[config.mk]
export PLATFORM = sky130hd
export DESIGN_NAME = id_ex_stage_reg_flat
export DESIGN_NICKNAME = d
export VERILOG_FILES = /design/src/rtl/id_ex_stage_reg_if.sv /design/src/rtl/id_ex_stage_reg.sv /design/src/flat_wrapper.sv
export SDC_FILE = /design/constraint.sdc
export NUM_CORES = 1
export LEC_CHECK = 0
export ABC_AREA = 1
export BUFFER_PORTS_ARGS = -buffer_cell sky130_fd_sc_hd__buf_2
export CAP_MARGIN = 20
export CORE_AREA = 5 5 129 131
export DETAILED_ROUTE_END_ITERATION = 16
export DIE_AREA = 0 0 134 136
export GPL_TIMING_DRIVEN = 0
export PLACE_DENSITY_LB_ADDON = 0.15
export SLEW_MARGIN = 15
export SYNTH_ARGS = -nofsm -noshare
export SYNTH_HDL_FRONTEND = slang
export SYNTH_SLANG_ARGS = --single-unit
[constraint.sdc]
create_clock -name clk -period 2.9 [get_ports clk]
set_input_delay 0.29 -clock clk [delete_from_list [all_inputs] [get_ports clk]]
set_output_delay 0.29 -clock clk [all_outputs]
set_load 0.01 [all_outputs]
[src/rtl/id_ex_stage_reg_if.sv]
// ID->EX pipeline bus: decoded fields from the decode stage plus stall/flush
// controls, and the registered fields presented to the execution stage.
interface id_ex_stage_reg_if #(
  parameter int unsigned WORD  = 32,
  parameter int unsigned CNT_W = 16
);
  logic             freeze;
  logic             flush;
  logic             hazard;

  logic [WORD-1:0]  PC_in;
  logic [WORD-1:0]  Val_Rn_in;
  logic [WORD-1:0]  Val_Rm_in;
  logic [11:0]      Shift_operand_in;
  logic             imm_in;
  logic [23:0]      Signed_imm_24_in;
  logic [3:0]       Dest_in;
  logic [3:0]       src1_in;
  logic [3:0]       src2_in;
  logic [3:0]       EXE_CMD_in;
  logic             MEM_R_EN_in;
  logic             MEM_W_EN_in;
  logic             WB_EN_in;
  logic             B_in;
  logic             S_in;
  logic [3:0]       SR_in;

  logic [WORD-1:0]  PC;
  logic [WORD-1:0]  Val_Rn;
  logic [WORD-1:0]  Val_Rm;
  logic [11:0]      Shift_operand;
  logic             imm;
  logic [23:0]      Signed_imm_24;
  logic [3:0]       Dest;
  logic [3:0]       src1;
  logic [3:0]       src2;
  logic [3:0]       EXE_CMD;
  logic             MEM_R_EN;
  logic             MEM_W_EN;
  logic             WB_EN;
  logic             B;
  logic             S;
  logic [3:0]       SR;
  logic             is_mem;
  logic             valid;
  logic [CNT_W-1:0] bubble_cnt;

  modport master (
    output freeze, flush, hazard,
    output PC_in, Val_Rn_in, Val_Rm_in, Shift_operand_in, imm_in,
    output Signed_imm_24_in, Dest_in, src1_in, src2_in, EXE_CMD_in,
    output MEM_R_EN_in, MEM_W_EN_in, WB_EN_in, B_in, S_in, SR_in,
    input  PC, Val_Rn, Val_Rm, Shift_operand, imm, Signed_imm_24, Dest,
    input  src1, src2, EXE_CMD, MEM_R_EN, MEM_W_EN, WB_EN, B, S, SR,
    input  is_mem, valid, bubble_cnt
  );

  modport slave (
    input  freeze, flush, hazard,
    input  PC_in, Val_Rn_in, Val_Rm_in, Shift_operand_in, imm_in,
    input  Signed_imm_24_in, Dest_in, src1_in, src2_in, EXE_CMD_in,
    input  MEM_R_EN_in, MEM_W_EN_in, WB_EN_in, B_in, S_in, SR_in,
    output PC, Val_Rn, Val_Rm, Shift_operand, imm, Signed_imm_24, Dest,
    output src1, src2, EXE_CMD, MEM_R_EN, MEM_W_EN, WB_EN, B, S, SR,
    output is_mem, valid, bubble_cnt
  );
endinterface

[src/rtl/id_ex_stage_reg.sv]
// ID/EX pipeline register with freeze (memory stall), bubble insertion on
// flush/hazard, slot-valid tracking and a saturating bubble counter.
module id_ex_stage_reg #(
  parameter int unsigned WORD  = 32,
  parameter int unsigned CNT_W = 16
) (
  input  logic               clk,
  input  logic               rst,
  id_ex_stage_reg_if.slave   bus
);

  logic [WORD-1:0]  r_pc;
  logic [WORD-1:0]  r_val_rn;
  logic [WORD-1:0]  r_val_rm;
  logic [11:0]      r_shift_operand;
  logic             r_imm;
  logic [23:0]      r_signed_imm_24;
  logic [3:0]       r_dest;
  logic [3:0]       r_src1;
  logic [3:0]       r_src2;
  logic [3:0]       r_exe_cmd;
  logic             r_mem_r_en;
  logic             r_mem_w_en;
  logic             r_wb_en;
  logic             r_b;
  logic             r_s;
  logic [3:0]       r_sr;
  logic             r_is_mem;
  logic             r_valid;
  logic [CNT_W-1:0] r_bubble_cnt;

  logic             w_bubble;
  logic             w_cnt_sat;

  // A simultaneous flush and hazard is a single bubble.
  assign w_bubble  = bus.flush | bus.hazard;
  assign w_cnt_sat = (r_bubble_cnt == '1);

  always_ff @(posedge clk) begin
    if (rst) begin
      r_pc            <= '0;
      r_val_rn        <= '0;
      r_val_rm        <= '0;
      r_shift_operand <= '0;
      r_imm           <= 1'b0;
      r_signed_imm_24 <= '0;
      r_dest          <= '0;
      r_src1          <= '0;
      r_src2          <= '0;
      r_exe_cmd       <= '0;
      r_mem_r_en      <= 1'b0;
      r_mem_w_en      <= 1'b0;
      r_wb_en         <= 1'b0;
      r_b             <= 1'b0;
      r_s             <= 1'b0;
      r_sr            <= '0;
      r_is_mem        <= 1'b0;
      r_valid         <= 1'b0;
      r_bubble_cnt    <= '0;
    end else if (!bus.freeze) begin
      // Data fields load even for a bubble so its contents stay deterministic.
      r_pc            <= bus.PC_in;
      r_val_rn        <= bus.Val_Rn_in;
      r_val_rm        <= bus.Val_Rm_in;
      r_shift_operand <= bus.Shift_operand_in;
      r_imm           <= bus.imm_in;
      r_signed_imm_24 <= bus.Signed_imm_24_in;
      r_dest          <= bus.Dest_in;
      r_src1          <= bus.src1_in;
      r_src2          <= bus.src2_in;
      r_sr            <= bus.SR_in;
      if (w_bubble) begin
        r_exe_cmd  <= '0;
        r_mem_r_en <= 1'b0;
        r_mem_w_en <= 1'b0;
        r_wb_en    <= 1'b0;
        r_b        <= 1'b0;
        r_s        <= 1'b0;
        r_is_mem   <= 1'b0;
        r_valid    <= 1'b0;
        if (!w_cnt_sat) begin
          r_bubble_cnt <= r_bubble_cnt + 1'b1;
        end
      end else begin
        r_exe_cmd  <= bus.EXE_CMD_in;
        r_mem_r_en <= bus.MEM_R_EN_in;
        r_mem_w_en <= bus.MEM_W_EN_in;
        r_wb_en    <= bus.WB_EN_in;
        r_b        <= bus.B_in;
        r_s        <= bus.S_in;
        r_is_mem   <= bus.MEM_R_EN_in | bus.MEM_W_EN_in;
        r_valid    <= 1'b1;
      end
    end
  end

  assign bus.PC            = r_pc;
  assign bus.Val_Rn        = r_val_rn;
  assign bus.Val_Rm        = r_val_rm;
  assign bus.Shift_operand = r_shift_operand;
  assign bus.imm           = r_imm;
  assign bus.Signed_imm_24 = r_signed_imm_24;
  assign bus.Dest          = r_dest;
  assign bus.src1          = r_src1;
  assign bus.src2          = r_src2;
  assign bus.EXE_CMD       = r_exe_cmd;
  assign bus.MEM_R_EN      = r_mem_r_en;
  assign bus.MEM_W_EN      = r_mem_w_en;
  assign bus.WB_EN         = r_wb_en;
  assign bus.B             = r_b;
  assign bus.S             = r_s;
  assign bus.SR            = r_sr;
  assign bus.is_mem        = r_is_mem;
  assign bus.valid         = r_valid;
  assign bus.bubble_cnt    = r_bubble_cnt;

endmodule

[src/flat_wrapper.sv]
// flat-port wrapper written by rule: the top's interface ports become plain ports
module id_ex_stage_reg_flat 
#(
  parameter int unsigned WORD  = 32,
  parameter int unsigned CNT_W = 16
)
  (clk, rst, bus_freeze, bus_flush, bus_hazard, bus_PC_in, bus_Val_Rn_in, bus_Val_Rm_in, bus_Shift_operand_in, bus_imm_in, bus_Signed_imm_24_in, bus_Dest_in, bus_src1_in, bus_src2_in, bus_EXE_CMD_in, bus_MEM_R_EN_in, bus_MEM_W_EN_in, bus_WB_EN_in, bus_B_in, bus_S_in, bus_SR_in, bus_PC, bus_Val_Rn, bus_Val_Rm, bus_Shift_operand, bus_imm, bus_Signed_imm_24, bus_Dest, bus_src1, bus_src2, bus_EXE_CMD, bus_MEM_R_EN, bus_MEM_W_EN, bus_WB_EN, bus_B, bus_S, bus_SR, bus_is_mem, bus_valid, bus_bubble_cnt);
  id_ex_stage_reg_if #(.WORD(WORD), .CNT_W(CNT_W)) bus_i ();
  input  logic clk;
  input  logic rst;
  input wire logic [$bits(bus_i.freeze)-1:0] bus_freeze;
  input wire logic [$bits(bus_i.flush)-1:0] bus_flush;
  input wire logic [$bits(bus_i.hazard)-1:0] bus_hazard;
  input wire logic [$bits(bus_i.PC_in)-1:0] bus_PC_in;
  input wire logic [$bits(bus_i.Val_Rn_in)-1:0] bus_Val_Rn_in;
  input wire logic [$bits(bus_i.Val_Rm_in)-1:0] bus_Val_Rm_in;
  input wire logic [$bits(bus_i.Shift_operand_in)-1:0] bus_Shift_operand_in;
  input wire logic [$bits(bus_i.imm_in)-1:0] bus_imm_in;
  input wire logic [$bits(bus_i.Signed_imm_24_in)-1:0] bus_Signed_imm_24_in;
  input wire logic [$bits(bus_i.Dest_in)-1:0] bus_Dest_in;
  input wire logic [$bits(bus_i.src1_in)-1:0] bus_src1_in;
  input wire logic [$bits(bus_i.src2_in)-1:0] bus_src2_in;
  input wire logic [$bits(bus_i.EXE_CMD_in)-1:0] bus_EXE_CMD_in;
  input wire logic [$bits(bus_i.MEM_R_EN_in)-1:0] bus_MEM_R_EN_in;
  input wire logic [$bits(bus_i.MEM_W_EN_in)-1:0] bus_MEM_W_EN_in;
  input wire logic [$bits(bus_i.WB_EN_in)-1:0] bus_WB_EN_in;
  input wire logic [$bits(bus_i.B_in)-1:0] bus_B_in;
  input wire logic [$bits(bus_i.S_in)-1:0] bus_S_in;
  input wire logic [$bits(bus_i.SR_in)-1:0] bus_SR_in;
  output wire logic [$bits(bus_i.PC)-1:0] bus_PC;
  output wire logic [$bits(bus_i.Val_Rn)-1:0] bus_Val_Rn;
  output wire logic [$bits(bus_i.Val_Rm)-1:0] bus_Val_Rm;
  output wire logic [$bits(bus_i.Shift_operand)-1:0] bus_Shift_operand;
  output wire logic [$bits(bus_i.imm)-1:0] bus_imm;
  output wire logic [$bits(bus_i.Signed_imm_24)-1:0] bus_Signed_imm_24;
  output wire logic [$bits(bus_i.Dest)-1:0] bus_Dest;
  output wire logic [$bits(bus_i.src1)-1:0] bus_src1;
  output wire logic [$bits(bus_i.src2)-1:0] bus_src2;
  output wire logic [$bits(bus_i.EXE_CMD)-1:0] bus_EXE_CMD;
  output wire logic [$bits(bus_i.MEM_R_EN)-1:0] bus_MEM_R_EN;
  output wire logic [$bits(bus_i.MEM_W_EN)-1:0] bus_MEM_W_EN;
  output wire logic [$bits(bus_i.WB_EN)-1:0] bus_WB_EN;
  output wire logic [$bits(bus_i.B)-1:0] bus_B;
  output wire logic [$bits(bus_i.S)-1:0] bus_S;
  output wire logic [$bits(bus_i.SR)-1:0] bus_SR;
  output wire logic [$bits(bus_i.is_mem)-1:0] bus_is_mem;
  output wire logic [$bits(bus_i.valid)-1:0] bus_valid;
  output wire logic [$bits(bus_i.bubble_cnt)-1:0] bus_bubble_cnt;
  assign bus_i.freeze = bus_freeze;
  assign bus_i.flush = bus_flush;
  assign bus_i.hazard = bus_hazard;
  assign bus_i.PC_in = bus_PC_in;
  assign bus_i.Val_Rn_in = bus_Val_Rn_in;
  assign bus_i.Val_Rm_in = bus_Val_Rm_in;
  assign bus_i.Shift_operand_in = bus_Shift_operand_in;
  assign bus_i.imm_in = bus_imm_in;
  assign bus_i.Signed_imm_24_in = bus_Signed_imm_24_in;
  assign bus_i.Dest_in = bus_Dest_in;
  assign bus_i.src1_in = bus_src1_in;
  assign bus_i.src2_in = bus_src2_in;
  assign bus_i.EXE_CMD_in = bus_EXE_CMD_in;
  assign bus_i.MEM_R_EN_in = bus_MEM_R_EN_in;
  assign bus_i.MEM_W_EN_in = bus_MEM_W_EN_in;
  assign bus_i.WB_EN_in = bus_WB_EN_in;
  assign bus_i.B_in = bus_B_in;
  assign bus_i.S_in = bus_S_in;
  assign bus_i.SR_in = bus_SR_in;
  assign bus_PC = bus_i.PC;
  assign bus_Val_Rn = bus_i.Val_Rn;
  assign bus_Val_Rm = bus_i.Val_Rm;
  assign bus_Shift_operand = bus_i.Shift_operand;
  assign bus_imm = bus_i.imm;
  assign bus_Signed_imm_24 = bus_i.Signed_imm_24;
  assign bus_Dest = bus_i.Dest;
  assign bus_src1 = bus_i.src1;
  assign bus_src2 = bus_i.src2;
  assign bus_EXE_CMD = bus_i.EXE_CMD;
  assign bus_MEM_R_EN = bus_i.MEM_R_EN;
  assign bus_MEM_W_EN = bus_i.MEM_W_EN;
  assign bus_WB_EN = bus_i.WB_EN;
  assign bus_B = bus_i.B;
  assign bus_S = bus_i.S;
  assign bus_SR = bus_i.SR;
  assign bus_is_mem = bus_i.is_mem;
  assign bus_valid = bus_i.valid;
  assign bus_bubble_cnt = bus_i.bubble_cnt;
  id_ex_stage_reg #(.WORD(WORD), .CNT_W(CNT_W)) u_core (.clk(clk), .rst(rst), .bus(bus_i));
endmodule
# After elaboration in Yosys (flattened, before gate mapping)
# Cells that the tools add are included.
[word_totals] regBits=176 in_bits=163 wordCells=34
[classes] n_addsub=1 n_eq_ne=1 muxes=8 bitwise=4 reduce_logical=1
[ops] op="$add A16 B1 Y16 const B" n=1
[ops] op="$eq A16 B16 Y1 const B" n=1
[ops] op="$mux W1" n=7
[ops] op="$mux W4" n=1
[ops] op="$reduce_and A3 Y1" n=1
[ops] op="$not A1 Y1" n=2
[ops] op="$or A1 B1 Y1" n=2

# Depth between registers and ports, before layout
# Gate-level depths: netlist of run 1.
[depth] word_depth=3 depth_mapped=10

# Worst setup path before layout of run 1
# OpenSTA, ideal clock, no wires.
[synth_timing] path_type="register to register" from="register u_core.r_bubble_cnt[0] (netlist: u_core.bus.bubble_cnt[0])" to="register u_core.r_bubble_cnt[10] (netlist: u_core.bus.bubble_cnt[10])" setup_time_ns=0.115 arrival_time_ns=1.386 t_required_ns=2.785 path_slack_ns=1.399 path_stages_with_launch=10 path_buffers=1 period_less_slack_ns=1.501 cell_sequence="dfxtp_1 > ha_1 > nand2_2 > nor2_4 > nand2_4 > nor2_4 > nor2_4 > buf_6 > a21oi_1 > nor2_1"
[synth_via] elab_chain_cells=3 elab_cells_between_ends=4
[synth_lines] element="start: declaration" line_no="id_ex_stage_reg.sv:30" source="logic [CNT_W-1:0] r_bubble_cnt;"
[synth_lines] element="start signal: assignment" line_no="id_ex_stage_reg.sv:82" source="r_bubble_cnt <= r_bubble_cnt + 1'b1;"
[synth_lines] element="branches (longest 3 deep; another with $add A16 B1 Y16)"
# Several ways; the timed one is not identified.
# A chain may end at the register's enable or synchronous reset.

# Final worst setup path of run 1
[layout_timing] from="register u_core.r_bubble_cnt[0] (netlist: u_core.bus.bubble_cnt[0])" to="register u_core.r_bubble_cnt[13] (netlist: u_core.bus.bubble_cnt[13])"
# Same word-level chain as after synthesis.

==> run summary, run 1 <==
The number of cells upsized or downsized after cts is 0, and the clock latency on the worst-skew pair is 0.41 ns. Clock-pin slew was measured on the worst setup and hold paths at 0.06 ns. The worst register-to-register path has a depth of 9.

Of the cells placed in the final design, the portion with a size suffix greater than 1 is 33.3%. The via count of the first global-routing pass is 6237. The nature of the critical path startpoint is a register.

Origin of the worst setup path: u_core.bus.bubble_cnt[0]. From synthesis to final layout, the design area changed by 39.2%. The run gives 41.7% as the clock share of power. The run gives 0.00276 ns as the clock skew. In the layout the commonest cells are sky130_fd_sc_hd__buf_2 (346), sky130_fd_sc_hd__nor2_1 (332), sky130_fd_sc_hd__dfxtp_1 (176).

Static timing analysis puts the maximum clock frequency at 625 MHz. Setup repair after global routing left no endpoint under its margin. Sort of element at the end of the critical path: a register.

For the remaining design rule violation count, the log shows 0. In this run the remaining antenna-violating nets after routing total 0. Using the TritonRoute via totals, the vias-per-cell ratio works out to 4.66.

Setup violations remaining at the end of the flow were counted as 0. Final wirelength: 21.2 mm. The chip height came out at 136 um. Number of placement rows: 46. The chip width came out at 134 um. The run finished with clean final reports.

For this run, the detailed router's first-pass iteration total came to 6. At the pin with the least slew margin, the transition time is 0.499 ns. The share of the synthesized area in the top cell type was 54.2%; the TritonCTS buffer count was 17.

Dividing total power by cell area gives a power density of 634 nW/um^2. After the first detailed-routing iteration, the DRC count stood at 325. The synthesized netlist occupies a cell area of 6500 um^2. Counting every net in the synthesized netlist gives 1025. The cell seen most often among critical-path stages was sky130_fd_sc_hd__nor2_4.

In this run the mean area of a mapped cell was 7.55 um^2. The number of antenna diodes in the final layout is 0. The largest total area in the synthesized netlist belongs to sky130_fd_sc_hd__dfxtp_1. The register-to-register path setup slack is 1.30 ns. Wire length of the first global-routing pass: 32.3 mm.

After synthesis the netlist holds a flip-flop and latch count of 176. The routed length per instance is 14.9 um, and the switching part of the total power is 25.1%. Once the floorplan was initialized, standard cells occupied 42.0% of the core.

The critical path goes through ha_1 -> nand2_2 -> nor2_4 -> nand2_4 -> nor2_4 -> nor2_4 -> buf_6 -> a21oi_1 -> nor2_1. Summing internal, switching and leakage power gives 5.74 mW. The most critical setup path has its endpoint at u_core.bus.bubble_cnt[13].

Entering global routing, the biggest net connects 17 pins. The power share of the combinational group was 12.3%; the number of sinks handled by clock tree synthesis was 176. For this design, the CTS-stage hold fixing added 0 buffers.

After synthesis, the netlist uses 23 different library cells. The library cell used most frequently in the layout, excluding fill and tap cells, is sky130_fd_sc_hd__buf_2. Clock tree synthesis selected as its root buffer the cell sky130_fd_sc_hd__clkbuf_16.

Accumulated negative setup slack: 0 ns. The detailed-placement wirelength estimate came out at 16.4 mm. The run gives 0 as the number of antenna violations at the first check in global routing. Among all stages on the critical path, the largest delay is contributed by sky130_fd_sc_hd__dfxtp_1.

The total area inside the core boundary comes to 15500 um^2. At the end of the flow, the number of nets in the layout was 1381. At the end of the flow the core is filled with cells to 58.5%.

For the headroom to the max-slew limit, the log shows 66.7%. Data on the critical path arrives at its endpoint at 1.91 ns. The synthesis warning total was 0; the number of buffer cells added on primary ports was 337. The share of the clock period used by the worst path is 55.2%. The number of hold violations in the final report was 0; the sequential-to-total area share from yosys stat was 54.2%. The run gives 4.30 mW as the internal cell power.

The minimum period implied by the final worst setup slack was 1.60 ns; the proportion of power drawn by flip-flops and latches was 46.0%. The tools report the endpoint of the most critical register-to-register path as u_core.bus.bubble_cnt[13]. For the max-slew violation count, the log shows 0. Maximum fanout along the worst path: 10. The critical path's largest stage delay was 0.41 ns. The die covers 18200 um^2. The cell count after synthesis is 861.

The power spent charging and discharging nets was 1.44 mW. The startpoint of the lowest-slack register-to-register path is u_core.bus.bubble_cnt[0]. Overall overflow remaining after global route: 0. The logs give 4.57 nW for the static leakage and 2 for the maximum clock path buffer count. Number of ports placed on the die boundary: 339.

TritonCTS built the clock tree. Data on the critical path is required at its endpoint by 3.21 ns. The path class of the tightest hold or removal check is input pin to register.

In this run the post-CTS setup repair buffer count came out at 0. The congestion estimate from routability-driven global placement came to 0.795. After synthesis, the cell types taking the most area are sky130_fd_sc_hd__dfxtp_1 (54%), sky130_fd_sc_hd__nor2_1 (19%), sky130_fd_sc_hd__o21ai_0 (11%). Detailed routing inserted a total of 6620 vias. Global routing consumed, over all layers together, 22.4% of the routing resources.

The logs give 4 for the count of H-tree levels built during CTS and 0 for the max-cap violation count. IR analysis of the VDD net gives a maximum drop of 0.402 mV. By startpoint and endpoint, the worst setup path is classified as register to register.
sequential cells by signal, summed over array words and instances (netlist names), 4 cells and up:
| name | count |
|---|---|
| u_core.bus.Val_Rm | 32 |
| u_core.bus.bubble_cnt | 16 |
| u_core.bus.SR | 4 |
| u_core.bus.Signed_imm_24 | 24 |
| u_core.bus.src2 | 4 |
| u_core.bus.EXE_CMD | 4 |
| u_core.bus.src1 | 4 |
| u_core.bus.Dest | 4 |
| u_core.bus.Val_Rn | 32 |
| u_core.bus.Shift_operand | 12 |
| u_core.bus.PC | 32 |
power by group through the flow:
stage                     Clock (mW)  Sequential (mW)  Combinational, mW
after floorplan                    0             2.77              0.279
after global placement             0             2.69              0.709
after detailed placement           0             2.70              0.713
after CTS                       2.44             2.64              0.716
after global routing            2.56             2.66              0.792
final                           2.40             2.64              0.705
layer usage:
layer	wire, um	share of wire (%)	up-vias	GRT usage [%]
met4	435	2.1	0	7.20
met2	10500	49	245	39.6
met1	8190	39	2901	24.7
met5	0	0	-	0
li1	-	-	3446	-
met3	2100	9.9	28	8.92
cells in the mapped netlist:
master                     number
sky130_fd_sc_hd__nand2_4        1
sky130_fd_sc_hd__nor2_4         4
sky130_fd_sc_hd__a21oi_1       15
sky130_fd_sc_hd__nor3_1         2
sky130_fd_sc_hd__nand3b_1       1
sky130_fd_sc_hd__buf_4         13
sky130_fd_sc_hd__nor2_1       332
sky130_fd_sc_hd__nand3_1       19
sky130_fd_sc_hd__clkbuf_1      32
sky130_fd_sc_hd__nand3_2        6
sky130_fd_sc_hd__a31oi_1        1
sky130_fd_sc_hd__inv_1         25
sky130_fd_sc_hd__nand2_2        2
sky130_fd_sc_hd__buf_2          9
sky130_fd_sc_hd__xor2_1         2
sky130_fd_sc_hd__nor2_2         2
sky130_fd_sc_hd__buf_6          1
sky130_fd_sc_hd__nand2_1       64
sky130_fd_sc_hd__ha_1           1
sky130_fd_sc_hd__o21ai_0      149
sky130_fd_sc_hd__inv_2          3
sky130_fd_sc_hd__dfxtp_1      176
sky130_fd_sc_hd__clkinv_1       1
metrics by stage:
| stage | area, um^2 | worst slack (ns) | std cells | hold WS (ns) |
|---|---|---|---|---|
| 6_report | 9050 | 1.30 | 1422 | 0.0913 |
| 5_1_grt | 9050 | 1.13 | 1422 | 0.0818 |
| 4_1_cts | 9050 | 1.29 | 1422 | 0.0710 |
| 3_5_place_dp | 8430 | 1.12 | 1390 | 0.452 |
| 3_3_place_gp | 8430 | 1.14 | 1390 | 0.450 |
| 2_1_floorplan | 6500 | 1.40 | 861 | 0.359 |
worst max-delay path, delay by kind of cell (launching register included):
family / cells / cell delay [ns]
buf+inv: 1 / 0.15
simple gates: 6 / 0.55
flops: 1 / 0.41
compound gates: 1 / 0.13
fa+ha+maj: 1 / 0.25
final cells by class:
class	count	area [um^2]
fillers	1536	6430
flip-flops and latches	176	3520
multi-input cells	601	2600
repair buffers	337	1690
clock buffers	21	470
plain buffers	55	274
well taps	192	240
clock inverters	11	153
inverters	29	109
logic make-up (layout without fill, tap and decap cells):
| kind of cell | count (synthesis) | count (layout) | synth area share, % |
|---|---|---|---|
| AND/OR/NAND/NOR | 433 | 433 | 26.8 |
| flip-flops | 176 | 176 | 54.2 |
| AO/OA/AOI/OAI | 165 | 165 | 12.7 |
| buffers and inverters | 84 | 453 | 5.89 |
| XOR/XNOR | 2 | 2 | 0.269 |
| adder cells (fa/ha/maj) | 1 | 1 | 0.192 |
worst min-delay path by stage:
stage	from	to	cells past startpoint
after floorplan	rst	u_core.bus.is_mem	1
after global placement	u_core.bus.MEM_R_EN	u_core.bus.MEM_R_EN	2
after detailed placement	u_core.bus.MEM_R_EN	u_core.bus.MEM_R_EN	2
after CTS	rst	u_core.bus.is_mem	2
after global routing	rst	u_core.bus.is_mem	2
final	rst	u_core.bus.is_mem	2
Note: power is estimated with default switching activity, not from simulation.
==> inputs of run 2 (changes only) <==
- ABC_AREA: 1 -> 0
- CORE_AREA: 5 5 129 131 -> 5 5 130 132
- DIE_AREA: 0 0 134 136 -> 0 0 135 137
- clock period: 2.9 -> 1.48 ns (I/O delays scaled with it)
==> run summary, run 2 <==
The tools report the non-filler instance count after layout as 1391. In this run the tool buffered the top-level ports with 337 buffer cells. The tools report the max-slew violation count as 0. After synthesis, the cell types taking the most area are sky130_fd_sc_hd__dfxtp_1 (55%), sky130_fd_sc_hd__mux2i_1 (23%), sky130_fd_sc_hd__nor2_1 (11%). The number of detailed-routing iterations run before antenna repair was 4; the length of routed met3 wiring was 1.89 mm. Counting every net in the synthesized netlist gives 797. The commonest cells after synthesis are sky130_fd_sc_hd__nor2_1 (184), sky130_fd_sc_hd__dfxtp_1 (176), sky130_fd_sc_hd__mux2i_1 (150), sky130_fd_sc_hd__clkbuf_1 (20).

The synthesized design contains 0 enable-type register cells. In the detailed route, the total length drawn on met2 is 11.8 mm. The routed length per instance works out to 16.6 um.

TritonCTS created 17 clock buffers. TritonCTS built the clock tree. At the end of routability-driven placement, the weighted congestion stood at 0.815.

In the routed design, unresolved DRC markers number 0. The nature of the critical path startpoint is a register. The tools report the final-layout fill cell count as 1162. The arrival time of data at the critical path endpoint was 2.04 ns.

At the later pin of the worst-skew pair, clock insertion delay measures 0.42 ns. The chip width was 135 um; the minimum period implied by the final worst setup slack was 1.70 ns. In the layout the commonest cells are sky130_fd_sc_hd__buf_2 (351), sky130_fd_sc_hd__nor2_1 (184), sky130_fd_sc_hd__dfxtp_1 (160). At the placement stage, the worst setup path has a slack of -0.415 ns. The die covers 18500 um^2.

The placed instances occupy a cell area of 8470 um^2. The average cell area after synthesis was 10.1 um^2; the internal cell power was 8.21 mW. The headroom to the max-slew limit is 51.4%.

Peak supply drop: 0.849 mV. The run gives 36 as the number of library cell types mapped by synthesis. The worst hold-check path type is input pin to register.

The via count of the first global-routing pass is 6573. The worst setup path is of the register to register kind. The floorplan step set the die height to 137 um. The clock drives 176 sinks.

339 I/O pins were placed. The cell count after synthesis was 633; the core region area was 15600 um^2. In this run the power spent charging and discharging nets is 2.82 mW. Length of routed wiring on met1: 8.61 mm. The logs give 207 for the starting DRC count in detailed routing and 6563 for the total via count in the routed design. In this run the core area contains 46 standard-cell rows. The library cell used most frequently in the layout, excluding fill and tap cells, is sky130_fd_sc_hd__buf_2. The logs give 4 for the count of H-tree levels built during CTS and 0 for the synthesis warning total.

The tree is rooted in a sky130_fd_sc_hd__clkbuf_16. Once detail routing completed, the nets flagged for antenna violations numbered 0. For the detailed-placement wirelength estimate, the log shows 14.9 mm.

In the synthesized netlist the async set-or-reset flop fraction comes to 0%. Summed over all layers, the global routing overflow is 0. Global routing consumed, over all layers together, 23.5% of the routing resources. The initial utilization of the core area, before any placement, comes to 41.2%. For the pin with the worst max-slew slack, the measured transition is 0.729 ns.

The wire length of the first global-routing pass came out at 34.1 mm. The final layout contains routed wiring with a total length of 23.1 mm. The worst hold path passes through 5 cells. Entering global routing, the biggest net connects 17 pins. Sequential-to-total area share from yosys stat: 54.9%. The worst setup path is captured at a register.

Counting tap cells, the placed design contains a total of 1186 instances. Relative to the synthesized area, the layout overhead comes to 69.4%. Across the routed clock network, the largest skew measured is 0.00542 ns. The clock-pin transition on the worst setup and hold timing paths was 0.06 ns. The total number of nets in the final design was 1326; the number of hold violations in the final report was 0. For this run, the leading register cell type out of synthesis is sky130_fd_sc_hd__dfxtp_1.

The share of the synthesized area in the top cell type works out to 54.9%. Per report_power, the clock group accounts for 38.7% of the total. The number of antenna diodes was 0.

The run finished, with violations left. The combined area of all synthesized cells was 6420 um^2. The run gives 2 as the maximum clock path buffer count. After detailed routing, no signal wire sits above met5. The final reports fail on negative setup slack. The max-cap violation count was 0; the required time at the endpoint of the critical path was 1.82 ns. The most common cell in the synthesized netlist is sky130_fd_sc_hd__nor2_1. The tools report the register-to-register path setup slack as -0.22 ns.

For this design the static power due to leakage is 5.52 nW. Of all nets on the critical path, the largest fanout is 3. Of the total power, combinational logic draws 15.0%. Setup repair after global routing could not meet its margin everywhere. The switching part of the total power works out to 25.5%.

On the final layout, the worst hold slack is 0.0555 ns. Final cell area excluding filler cells: 10900 um^2. In this run, synthesis produced a sequential element count of 176. The proportion of layout cells with a drive suffix above 1 was 38.8%; the proportion of power drawn by flip-flops and latches was 46.3%.

The number of cells on the worst reg-to-reg path was 7. The count of endpoints failing setup in the final report is 13, and the post-route core utilization is 69.7%. After layout, the worst path uses 115% of the clock period. The worst-case setup margin in the final layout was -0.219 ns; the via density per instance was 4.72. Static timing analysis puts the maximum clock frequency at 589 MHz.

The leading area contributor after synthesis is sky130_fd_sc_hd__dfxtp_1. For this design the ratio of total power to cell area is 1010 nW/um^2. For the number of antenna violations at the first check in global routing, the log shows 1.
run 2: what timing repair did:
action                                  4_1_cts  5_1_grt
pin swaps                                    16       11
resized for setup                            21       25
setup buffers                                18        6
endpoints found under the setup margin       16      108
hold endpoints to repair                    149        0
hold buffers                                149        0
run 2: path summary, 6_finish.rpt:
check / from / to
hold / removal: bus_EXE_CMD_in[3] / u_core.bus.EXE_CMD[3]
setup / recovery: u_core.bus.bubble_cnt[1] / u_core.bus.bubble_cnt[7]
hold reg to reg: u_core.bus.EXE_CMD[2] / u_core.bus.EXE_CMD[2]
setup reg to reg: u_core.bus.bubble_cnt[1] / u_core.bus.bubble_cnt[7]
run 2: layout make-up:
cell class / count / area, um^2 / share of cell area (%)
Tap cell: 216 / 270 / 2.48
Multi-Input combinational cell: 417 / 2920 / 26.8
Clock buffer: 20 / 447 / 4.11
Timing Repair Buffer: 510 / 3380 / 31.0
Buffer: 40 / 178 / 1.63
Sequential cell: 176 / 3580 / 32.9
Clock inverter: 12 / 108 / 0.989
run 2: layer usage:
layer / vias to the layer above / GRT usage (%)
met1: 3020 / 25.2
met2: 298 / 42.2
met3: 59 / 7.57
li1: 3184 / -
met5: - / 0
met4: 2 / 10.6
run 2: kinds of logic (layout without fill, tap and decap cells):
group	count (synthesis)	after routing	share of synthesized area (%)
AO/OA/AOI/OAI	28	28	2.63
adder cells (fa/ha/maj)	1	1	0.195
flip-flops	176	176	54.9
XOR/XNOR	8	8	1.09
multiplexers	152	152	23.7
buffers and inverters	40	582	2.75
AND/OR/NAND/NOR	228	228	14.7
run 2: power groups by stage:
stage | Sequential (mW) | Clock, mW | Combinational, mW
2_1_floorplan | 5.33 | 0 | 0.547
6_report | 5.10 | 4.27 | 1.65
5_1_grt | 5.13 | 4.55 | 1.78
4_1_cts | 5.10 | 4.35 | 1.63
3_3_place_gp | 5.20 | 0 | 1.28
3_5_place_dp | 5.21 | 0 | 1.29
run 2: through the flow:
stage / setup TNS (ns) / power, mW
finish: -1.59 / 11.0
global route: -2.69 / 11.5
CTS: -1.39 / 11.1
detailed placement: -46.01 / 6.50
global placement: -51.54 / 6.48
floorplan: -0.645 / 5.88
run 2: critical path, cell delays in order, from the launching register on:
cell and delay (ns):
sky130_fd_sc_hd__dfxtp_4 0.37, sky130_fd_sc_hd__ha_4 0.16, sky130_fd_sc_hd__and3_4 0.19, sky130_fd_sc_hd__nand2_4 0.08, sky130_fd_sc_hd__o21ai_4 0.09, sky130_fd_sc_hd__buf_6 0.15
sky130_fd_sc_hd__or4_4 0.46, sky130_fd_sc_hd__a21oi_1 0.12
